`src/rtl/fetch_sequencer_if.sv`:
```
// fetch_sequencer_if -- control and instruction-memory signals of the fetch sequencer.
//   slave modport  : seen by the sequencer (start/stall/redirect/instr in, fetch results out)
//   master modport : seen by the driver of the sequencer (testbench or pipeline)
interface fetch_sequencer_if;
  logic        start;
  logic        stall;
  logic        redirect_valid;
  logic [31:0] redirect_addr;
  logic [31:0] instr;
  logic [31:0] pc_addr;
  logic        if_valid;
  logic [31:0] if_instr;
  logic [31:0] if_pc;
  logic        halted;
  logic        fault;
  logic [15:0] fetch_count;

  modport slave (
    input  start, stall, redirect_valid, redirect_addr, instr,
    output pc_addr, if_valid, if_instr, if_pc, halted, fault, fetch_count
  );

  modport master (
    output start, stall, redirect_valid, redirect_addr, instr,
    input  pc_addr, if_valid, if_instr, if_pc, halted, fault, fetch_count
  );
endinterface

```
`src/rtl/fetch_sequencer.sv`:
```
// fetch_sequencer -- instruction fetch stage with IDLE/RUN/HALT control.
// Ports:
//   clk    : single clock, rising edge
//   reset  : synchronous active-high reset
//   bus    : fetch_sequencer_if.slave
//            in : start, stall, redirect_valid, redirect_addr[31:0], instr[31:0]
//            out: pc_addr[31:0], if_valid, if_instr[31:0], if_pc[31:0],
//                 halted, fault (sticky), fetch_count[15:0] (saturating)
// Memory is combinational: instr corresponds to pc_addr in the same cycle and
// is captured into if_instr on the next rising edge.
module fetch_sequencer #(
  parameter int         SIZE_IM = 128,
  parameter logic [5:0] HALT_OP = 6'b111111
) (
  input  logic               clk,
  input  logic               reset,
  fetch_sequencer_if.slave   bus
);

  typedef enum logic [1:0] {
    S_IDLE = 2'd0,
    S_RUN  = 2'd1,
    S_HALT = 2'd2
  } state_t;

  // PC parked here while idle so memory returns its halt word.
  localparam logic [31:0] IDLE_PC  = 32'hFFFF_FFFC;
  localparam logic [29:0] IM_LIMIT = 30'(SIZE_IM);

  state_t      r_state;
  logic [31:0] r_pc;
  logic        r_if_valid;
  logic [31:0] r_if_instr;
  logic [31:0] r_if_pc;
  logic        r_fault;
  logic [15:0] r_fetch_count;

  logic        w_out_of_range;
  logic        w_halt_op;

  assign w_out_of_range = (r_pc[31:2] >= IM_LIMIT);
  assign w_halt_op      = (bus.instr[31:26] == HALT_OP);

  always_ff @(posedge clk) begin
    if (reset) begin
      r_state       <= S_IDLE;
      r_pc          <= IDLE_PC;
      r_if_valid    <= 1'b0;
      r_if_instr    <= 32'hFC00_0000;
      r_if_pc       <= 32'h0;
      r_fault       <= 1'b0;
      r_fetch_count <= 16'h0;
    end else begin
      case (r_state)
        S_IDLE, S_HALT: begin
          // Stall and redirect have no effect outside RUN.
          r_if_valid <= 1'b0;
          if (bus.start) begin
            r_state       <= S_RUN;
            r_pc          <= 32'h0;
            r_fault       <= 1'b0;
            r_fetch_count <= 16'h0;
          end
        end
        S_RUN: begin
          if (bus.redirect_valid) begin
            // Word-align the target; the instruction in flight is dropped.
            r_pc       <= {bus.redirect_addr[31:2], 2'b00};
            r_if_valid <= 1'b0;
          end else if (bus.stall) begin
            // Hold every piece of fetch state.
          end else if (w_out_of_range) begin
            // Range check comes before halt decode: instr is meaningless here.
            r_fault    <= 1'b1;
            r_state    <= S_HALT;
            r_if_valid <= 1'b0;
          end else if (w_halt_op) begin
            r_state    <= S_HALT;
            r_if_valid <= 1'b0;
          end else begin
            r_if_instr <= bus.instr;
            r_if_pc    <= r_pc;
            r_if_valid <= 1'b1;
            r_pc       <= r_pc + 32'd4;
            if (r_fetch_count != 16'hFFFF) begin
              r_fetch_count <= r_fetch_count + 16'd1;
            end
          end
        end
        default: begin
          r_state    <= S_IDLE;
          r_pc       <= IDLE_PC;
          r_if_valid <= 1'b0;
        end
      endcase
    end
  end

  assign bus.pc_addr     = r_pc;
  assign bus.if_valid    = r_if_valid;
  assign bus.if_instr    = r_if_instr;
  assign bus.if_pc       = r_if_pc;
  assign bus.halted      = (r_state == S_HALT);
  assign bus.fault       = r_fault;
  assign bus.fetch_count = r_fetch_count;

endmodule

```
`src/flat_wrapper.sv`:
```
// flat-port wrapper written by rule: the top's interface ports become plain ports
module fetch_sequencer_flat 
#(
  parameter int         SIZE_IM = 128,
  parameter logic [5:0] HALT_OP = 6'b111111
)
  (clk, reset, bus_start, bus_stall, bus_redirect_valid, bus_redirect_addr, bus_instr, bus_pc_addr, bus_if_valid, bus_if_instr, bus_if_pc, bus_halted, bus_fault, bus_fetch_count);
  fetch_sequencer_if bus_i ();
  input  logic clk;
  input  logic reset;
  input wire logic [$bits(bus_i.start)-1:0] bus_start;
  input wire logic [$bits(bus_i.stall)-1:0] bus_stall;
  input wire logic [$bits(bus_i.redirect_valid)-1:0] bus_redirect_valid;
  input wire logic [$bits(bus_i.redirect_addr)-1:0] bus_redirect_addr;
  input wire logic [$bits(bus_i.instr)-1:0] bus_instr;
  output wire logic [$bits(bus_i.pc_addr)-1:0] bus_pc_addr;
  output wire logic [$bits(bus_i.if_valid)-1:0] bus_if_valid;
  output wire logic [$bits(bus_i.if_instr)-1:0] bus_if_instr;
  output wire logic [$bits(bus_i.if_pc)-1:0] bus_if_pc;
  output wire logic [$bits(bus_i.halted)-1:0] bus_halted;
  output wire logic [$bits(bus_i.fault)-1:0] bus_fault;
  output wire logic [$bits(bus_i.fetch_count)-1:0] bus_fetch_count;
  assign bus_i.start = bus_start;
  assign bus_i.stall = bus_stall;
  assign bus_i.redirect_valid = bus_redirect_valid;
  assign bus_i.redirect_addr = bus_redirect_addr;
  assign bus_i.instr = bus_instr;
  assign bus_pc_addr = bus_i.pc_addr;
  assign bus_if_valid = bus_i.if_valid;
  assign bus_if_instr = bus_i.if_instr;
  assign bus_if_pc = bus_i.if_pc;
  assign bus_halted = bus_i.halted;
  assign bus_fault = bus_i.fault;
  assign bus_fetch_count = bus_i.fetch_count;
  fetch_sequencer #(.SIZE_IM(SIZE_IM), .HALT_OP(HALT_OP)) u_core (.clk(clk), .reset(reset), .bus(bus_i));
endmodule
```
`config.mk`:
```
export PLATFORM = sky130hd
export DESIGN_NAME = fetch_sequencer_flat
export DESIGN_NICKNAME = d
export VERILOG_FILES = /design/src/rtl/fetch_sequencer_if.sv /design/src/rtl/fetch_sequencer.sv /design/src/flat_wrapper.sv
export SDC_FILE = /design/constraint.sdc
export NUM_CORES = 1
export LEC_CHECK = 0
export CORE_MARGIN = 2
export CORE_UTILIZATION = 42
export DETAILED_ROUTE_END_ITERATION = 8
export PLACE_DENSITY = 0.79
export SYNTH_ARGS = -nofsm -noshare
export SYNTH_HDL_FRONTEND = slang
export SYNTH_SLANG_ARGS = --single-unit
```
`constraint.sdc`:
```
create_clock -name clk -period 2.4 [get_ports clk]
set_clock_uncertainty 0.15 [all_clocks]
set_input_delay 0.48 -clock clk [delete_from_list [all_inputs] [get_ports clk]]
set_output_delay 0.48 -clock clk [all_outputs]
set_load 0.1 [all_outputs]
```
# --- Word-level counts from Yosys, hierarchy flattened ---
# Cells that the tools add are included.
op_classes:
  addsub: 2
  mul: 0
  div_mod_pow: 0
  magnitude_cmp: 1
  eq_ne: 15
  n_shift: 0
  mux: 26
  bitwise: 5
  reduce_logical: 9
ops:
  columns: ["op", "count"]
  rows:
  - ["$mux W32", 5]
  - ["$mux W16", 6]
  - ["$pmux W32 S2", 1]
  - ["$add A32 B3 Y32 const B", 1]
  - ["$pmux W16 S2", 1]
  - ["$ge A30 B8 Y1 const B", 1]
  - ["$add A16 B1 Y16 const B", 1]
  - ["$ne A16 B16 Y1 const B", 1]
  - ["$mux W2", 5]
  - ["$ne A2 B2 Y1 const B", 5]
  - ["$reduce_and A5 Y1", 2]
  - ["$ne A3 B3 Y1 const B", 3]
  - ["$reduce_and A4 Y1", 2]
  - ["$reduce_and A7 Y1", 1]
  - ["$eq A6 B6 Y1 const B", 1]
  - ["$mux W1", 6]
  - ["$not A1 Y1", 5]
  - ["$ne A2 B1 Y1 const B", 2]
  - ["$pmux W2 S2", 1]
  - ["$ne A3 B1 Y1 const B", 1]
  - ["$reduce_or A3 Y1", 1]
  - ["$eq A2 B1 Y1 const B", 1]
  - ["$eq A2 B2 Y1 const B", 1]
  - ["$logic_not A2 Y1", 1]
  - ["3 further kinds", 3]
totals:
  register_bits: 116
  latchBits: 0
  mem_bits_rw: 0
  romBits: 0
  input_bits: 69
  output_inout_bits: 115
  elab_cells: 65
  mem_count: 0

# --- Longest topological paths before layout ---
depth:
  ltp_word: 7
  ltp_mapped: 8
  depth_no_buf: 6

# --- Worst setup path before layout ---
# Ideal clock, no wire load.
synth_path:
  kind: "reg-to-reg"
  start: "reg u_core.r_fetch_count[0], in the netlist u_core.bus.fetch_count[0]"
  end: "reg u_core.r_fetch_count[15], in the netlist u_core.bus.fetch_count[15]"
  setup_ns: 0.070
  arrival_ns: 2.500
  required_time_ns: 2.180
  path_slack_ns: -0.320
  path_stages_with_launch: 8
  n_path_buf: 1
  period_less_slack_ns: 2.720
  cell_sequence: "dfxtp_1 ha_1 and3_1 a41oi_4 a21oi_2 clkbuf_1 o21ai_0 a21oi_1"
synth_between:
  elab_chain_len: 7
  word_cells_on_any_way: 10
  cone_classes: "add/sub: 1; eq/ne: 2; mux: 6; reduce/logical: 1"
synth_rtl:
  columns: ["item", "line", "rtl"]
  rows:
  - ["from (decl)", "fetch_sequencer.sv:36", "logic [15:0] r_fetch_count;"]
  - ["from (signal assigned)", "fetch_sequencer.sv:86", "r_fetch_count <= r_fetch_count + 16'd1;"]
  - ["$add A16 B1 Y16", "fetch_sequencer.sv:86", null]
  - ["$mux W16", "fetch_sequencer.sv:85", "if (r_fetch_count != 16'hFFFF) begin"]
  - ["$mux W16", "fetch_sequencer.sv:77", "end else if (w_halt_op) begin"]
  - ["$mux W16", "fetch_sequencer.sv:72", "end else if (w_out_of_range) begin"]
  - ["$mux W16", "fetch_sequencer.sv:70", "end else if (bus.stall) begin"]
  - ["$mux W16", "fetch_sequencer.sv:66", "if (bus.redirect_valid) begin"]
  - ["$pmux W16 S2", "fetch_sequencer.sv:54", "case (r_state)"]
# Parallel ways exist; a longest one is shown, timed or not. The select of a mux whose other input is x is not followed.
# A chain may end at the register's enable or synchronous reset.

# --- Worst setup path after layout ---
layout_path:
  start: "reg u_core.r_pc[28], in the netlist u_core.bus.pc_addr[28]"
  end: "reg u_core.r_pc[12], in the netlist u_core.bus.pc_addr[12]"
layout_between:
  elab_chain_len: 3
layout_rtl:
  columns: ["item", "line", "rtl"]
  rows:
  - ["from (decl)", "fetch_sequencer.sv:31", "logic [31:0] r_pc;"]
  - ["from (signal assigned)", "fetch_sequencer.sv:68", "r_pc <= {bus.redirect_addr[31:2], 2'b00};"]
  - ["from (signal assigned)", "fetch_sequencer.sv:84", "r_pc <= r_pc + 32'd4;"]
  - ["$ge A30 B8 Y1", "fetch_sequencer.sv:41", "assign w_out_of_range = (r_pc[31:2] >= IM_LIMIT);"]
  - ["$ne A3 B3 Y1 (no source line)", null, null]
  - ["$reduce_and A4 Y1 (no source line)", null, null]
# Every way passes these cells.

==> results.md <==
- The flow ran to the end, and the final reports show no timing, DRC or antenna violations.
- The delay of the slowest cell on the worst path is 360 ps.
- The wire length of the first global-routing pass is 19,400 um.
- The startpoint identified for the worst hold timing path is u_core.bus.if_instr[20]$_SDFFE_PP0P_.
- The synthesized netlist devotes 18.3% of its cell area to compound gates.
- The max-capacitance violation count is 0.
- Setup repair after global routing left no endpoint under its margin.
- The data arrival time of the critical path is 2370 ps.
- Dividing the synthesized area by the synthesized cell count gives 9.06 sq um.
- The number of I/O port buffers is 177.
- Summing the areas of all fa, ha and maj instances in the mapped netlist gives 0.868% of the synthesized area.
- The number of clock buffers added by TritonCTS is 9.
- STA puts the critical path data required time at 2520 ps.
- The most critical setup path has its startpoint at u_core.bus.pc_addr[28]$_SDFFE_PP1P_.
- After technology mapping, the gate count stands at 477.
- The largest net degree at the start of global routing is 43.
- The startpoint identified for the worst register-to-register timing path is u_core.bus.pc_addr[28]$_SDFFE_PP1P_.
- The design area is 6300 sq um.
- In the routed design, unresolved DRC markers number 0.
- Of all flip-flops after synthesis, the portion carrying an async set or reset was 0%.
- The maximum number of buffers from clock root to sink is 2.
- The clock net in this run drives a total of 112 sinks.
- The area of the mapped netlist is 4320 sq um.
- The tightest min-delay check is of the reg -> reg type.
- The number of enable-type register cells in the synthesized netlist is 0.
- The worst register-to-register path has a setup slack of 150 ps.
- The maximum operating frequency is 445 MHz.
- For this configuration, the core starts out at a cell density of 42.6%.
- The logic gate share of total power is 22.1%.
- The cell with the largest stage delay on the worst path is sky130_fd_sc_hd__dfxtp_2.
- The number of violations reported at the end of detailed-routing iteration 0 is 297.
- The clock-pin slew on the worst setup and hold paths is 100 ps.
- The total I/O pin count is 184.
- The final cell count without fillers is 800.
- The aggregate routed wire length is 12,200 um.
- The minimum period implied by the final worst setup slack is 2250 ps.
- For this run, the leading register cell type out of synthesis is sky130_fd_sc_hd__dfxtp_1.
- The number of pins with negative max-slew slack in the final report is 0.
- Measured along the x axis, the die boundary spans 105 um.
- The worst path meets setup with 151 ps of slack.
- The share of power burned in registers is 50.4%.
- The antenna diode count is 0.
- The area of the core region is 10,100 sq um.
- The clock tree from TritonCTS is yes.
- The congestion estimate from routability-driven global placement came to 0.819.
- The nature of the critical path startpoint is a flop.
- The detailed-route vias per instance is 5.12.
- The fraction of power spent switching nets is 34.0%.
- The later-pin clock latency in the skew report is 390 ps.
- The type of the setup path with the least slack is reg -> reg.
- Walking the worst path, the cells encountered are nor4_4 -> o211ai_1 -> buf_4 -> nor3_2 -> o22ai_2 -> buf_12 -> a221o_1.
- The synthesized-area fraction occupied by xor and xnor cells is 0.810%.
- Fill cells in the final layout number 880.
- Summed over all layers, the global routing overflow is 0.
- STA classifies the critical path endpoint as a flop.
- The count of final setup violators is 0.
- The H-tree was split into 3 levels.
- The dominant combinational cell family by area after synthesis is simple AND/OR/NAND/NOR gates.
- The multiplexer share of the synthesized area is 0.260%.
- The maximum resistive drop on vdd is 0.352 mV.
- The largest delay contributor family on the critical path is compound AO/OA/AOI/OAI gates.
- Per report_power, the clock group accounts for 27.5% of the total.
- The worst setup timing slack at the placement stage is -172 ps.
- Once detail routing completed, the nets flagged for antenna violations numbered 0.
- Measured along the y axis, the die boundary spans 105 um.
- The simple logic cell fraction of the synthesized area is 23.1%.
- The die footprint is 11,100 sq um.
- The power per unit of standard cell area is 628 nW/um^2.
- The leakage component of the power is 2.59 nW.
- Relative to the synthesized area, the layout overhead comes to 45.7%.
- After the last flow step, the layout net total stands at 731.
- The number of endpoints with negative hold slack in the final report is 0.
- The number of buffers and inverters on the critical path is 2.
- The switching power is 0.00134 W.
- The iteration count of the initial detailed-routing pass is 5.
- For this run, the number of Yosys warnings is 0.
- The global-route usage over all layers is 21.7%.
- Of the cells placed in the final design, the portion with a size suffix greater than 1 is 29.8%.
- The number of antenna violations at the first check in global routing is 0.
- The count of state elements after synthesis is 112.
- For this run, the register share of the synthesized area comes to 51.9%.
- The biggest fanout along the worst timing path is 27.
- In the final routed layout, each cell accounts on average for 15.3 um.
- The post-CTS setup buffer count is 0.
- The via count of the first global-routing pass was 3,895.
- The cell at the root of the clock tree is sky130_fd_sc_hd__clkbuf_8.
- Summing all placed instances gives a cell area of 6090 sq um.
- The portion of the clock cycle consumed by the worst path in the final layout is 93.7%.
- The number of placed instances, taps included is 784.
- In this run the core area contains 37 standard-cell rows.
- The internal power is 0.00261 W.
- Summed over all nets, the half-perimeter wirelength after detailed placement is 8920 um.
- Yosys mapped the design onto 50 distinct sky130hd cell types.
- The total number of vias is 4,098.
sequential cells by signal, indices dropped and copies added, names as in the netlist:
| register | flops |
|---|---|
| u_core.bus.fetch_count | 16 |
| u_core.bus.if_instr | 32 |
| u_core.bus.pc_addr | 30 |
| u_core.r_state | 2 |
| u_core.bus.if_valid | 1 |
| u_core.bus.fault | 1 |
| u_core.bus.if_pc | 30 |
cells by family after synthesis:
logic type                 count (synthesis)
xor gates and xnor gates                   4
adders and majority gates                  3
buffers and inverters                     41
DFF                                      112
muxes                                      1
AOI/OAI and AO/OA                        117
other                                      1
and+or+nand+nor                          198
worst reg2reg max path, stage by stage (launching register included):
cell                       delay [ps]
sky130_fd_sc_hd__dfxtp_2          360
sky130_fd_sc_hd__nor4_4           330
sky130_fd_sc_hd__o211ai_1         180
sky130_fd_sc_hd__buf_4            180
sky130_fd_sc_hd__nor3_2           270
sky130_fd_sc_hd__o22ai_2          140
sky130_fd_sc_hd__buf_12           180
sky130_fd_sc_hd__a221o_1          360
power groups by stage:
| stage | registers, W | logic (W) | clock network (W) |
|---|---|---|---|
| after floorplan | 0.00241 | 0.000212 | 0 |
| after global placement | 0.00203 | 0.000862 | 0 |
| after detailed placement | 0.00203 | 0.000872 | 0 |
| after CTS | 0.00199 | 0.000874 | 0.00112 |
| after global routing | 0.00200 | 0.000911 | 0.00119 |
| final | 0.00199 | 0.000872 | 0.00109 |
layer usage:
| layer | GRT usage (%) | share of wire (%) | vias to the layer above |
|---|---|---|---|
| li1 | - | - | 2050 |
| met1 | 26.8 | 43 | 1916 |
| met2 | 36.6 | 50 | 118 |
| met3 | 4.33 | 5.8 | 14 |
| met4 | 9.52 | 1.5 | 0 |
| met5 | 0 | 0 | - |
path summary, 6_finish.rpt:
path | end | cells past startpoint
worst max-delay path | u_core.bus.pc_addr[12]$_SDFFE_PP1P_ | 7
worst min-delay path | u_core.bus.if_instr[20]$_SDFFE_PP0P_ | 2
worst min register to register | u_core.bus.if_instr[20]$_SDFFE_PP0P_ | 2
worst max register to register | u_core.bus.pc_addr[12]$_SDFFE_PP1P_ | 7
cells in the mapped netlist, drive strengths merged, types with 2 or more instances:
| master | n | area, sq um |
|---|---|---|
| inv | 6 | 22.5 |
| a221o | 22 | 220 |
| o211ai | 5 | 37.5 |
| o221ai | 2 | 17.5 |
| nand4 | 3 | 25.0 |
| or4 | 3 | 22.5 |
| ha | 3 | 37.5 |
| nor4 | 6 | 68.8 |
| o21ai | 16 | 80.1 |
| a211oi | 7 | 52.6 |
| buf | 12 | 95.1 |
| nand3 | 18 | 90.1 |
| nor3 | 5 | 30.0 |
| nor2 | 15 | 66.3 |
| dfxtp | 112 | 2240 |
| xor2 | 3 | 26.3 |
| and2 | 4 | 25.0 |
| a21oi | 55 | 279 |
| or3 | 9 | 61.3 |
| clkbuf | 23 | 86.3 |
| nand2b | 2 | 12.5 |
| and3 | 28 | 175 |
| nand2 | 97 | 364 |
| nor2b | 4 | 25.0 |
| o31ai | 3 | 22.5 |
stage by stage:
| step | total power [W] | util (%) | hold slack (ps) | setup TNS [ps] |
|---|---|---|---|---|
| after floorplan | 0.00262 | - | 426 | 0 |
| after global placement | 0.00289 | 60.1 | 293 | -4190 |
| after detailed placement | 0.00290 | 60.1 | 297 | -6700 |
| after CTS | 0.00398 | 61.9 | 312 | 0 |
| after global routing | 0.00410 | 62.1 | 329 | 0 |
| final | 0.00395 | 62.1 | 310 | 0 |
cell usage in the layout, fill, tap and decap left out, types with 4 or more instances in the layout:
master and n:
sky130_fd_sc_hd__a211oi_1 7, sky130_fd_sc_hd__a21oi_1 54, sky130_fd_sc_hd__a221o_1 22, sky130_fd_sc_hd__and3_1 28
sky130_fd_sc_hd__buf_4 134, sky130_fd_sc_hd__clkbuf_8 10, sky130_fd_sc_hd__clkdlybuf4s50_1 66, sky130_fd_sc_hd__conb_1 4
sky130_fd_sc_hd__dfxtp_1 83, sky130_fd_sc_hd__dfxtp_2 29, sky130_fd_sc_hd__inv_1 6, sky130_fd_sc_hd__nand2_1 96
sky130_fd_sc_hd__nand3_1 18, sky130_fd_sc_hd__nor2_1 13, sky130_fd_sc_hd__nor3_1 4, sky130_fd_sc_hd__o211ai_1 5
sky130_fd_sc_hd__o21ai_0 15, sky130_fd_sc_hd__or3_1 8
area by class of cell:
class,instances,area [sq um],area share (%)
flip-flops and latches,112,2280,36.2
multi-input cells,327,1910,30.3
repair buffers,203,1730,27.4
well taps,136,170,2.70
clock buffers,10,138,2.19
clock inverters,6,51.3,0.815
inverters,6,22.5,0.358
what timing repair did:
item                                    4_1_cts  5_1_grt
endpoints found under the setup margin        0       51
resized for setup                             0        2
hold buffers                                  0        0
Power figures use the tool's default switching activity.
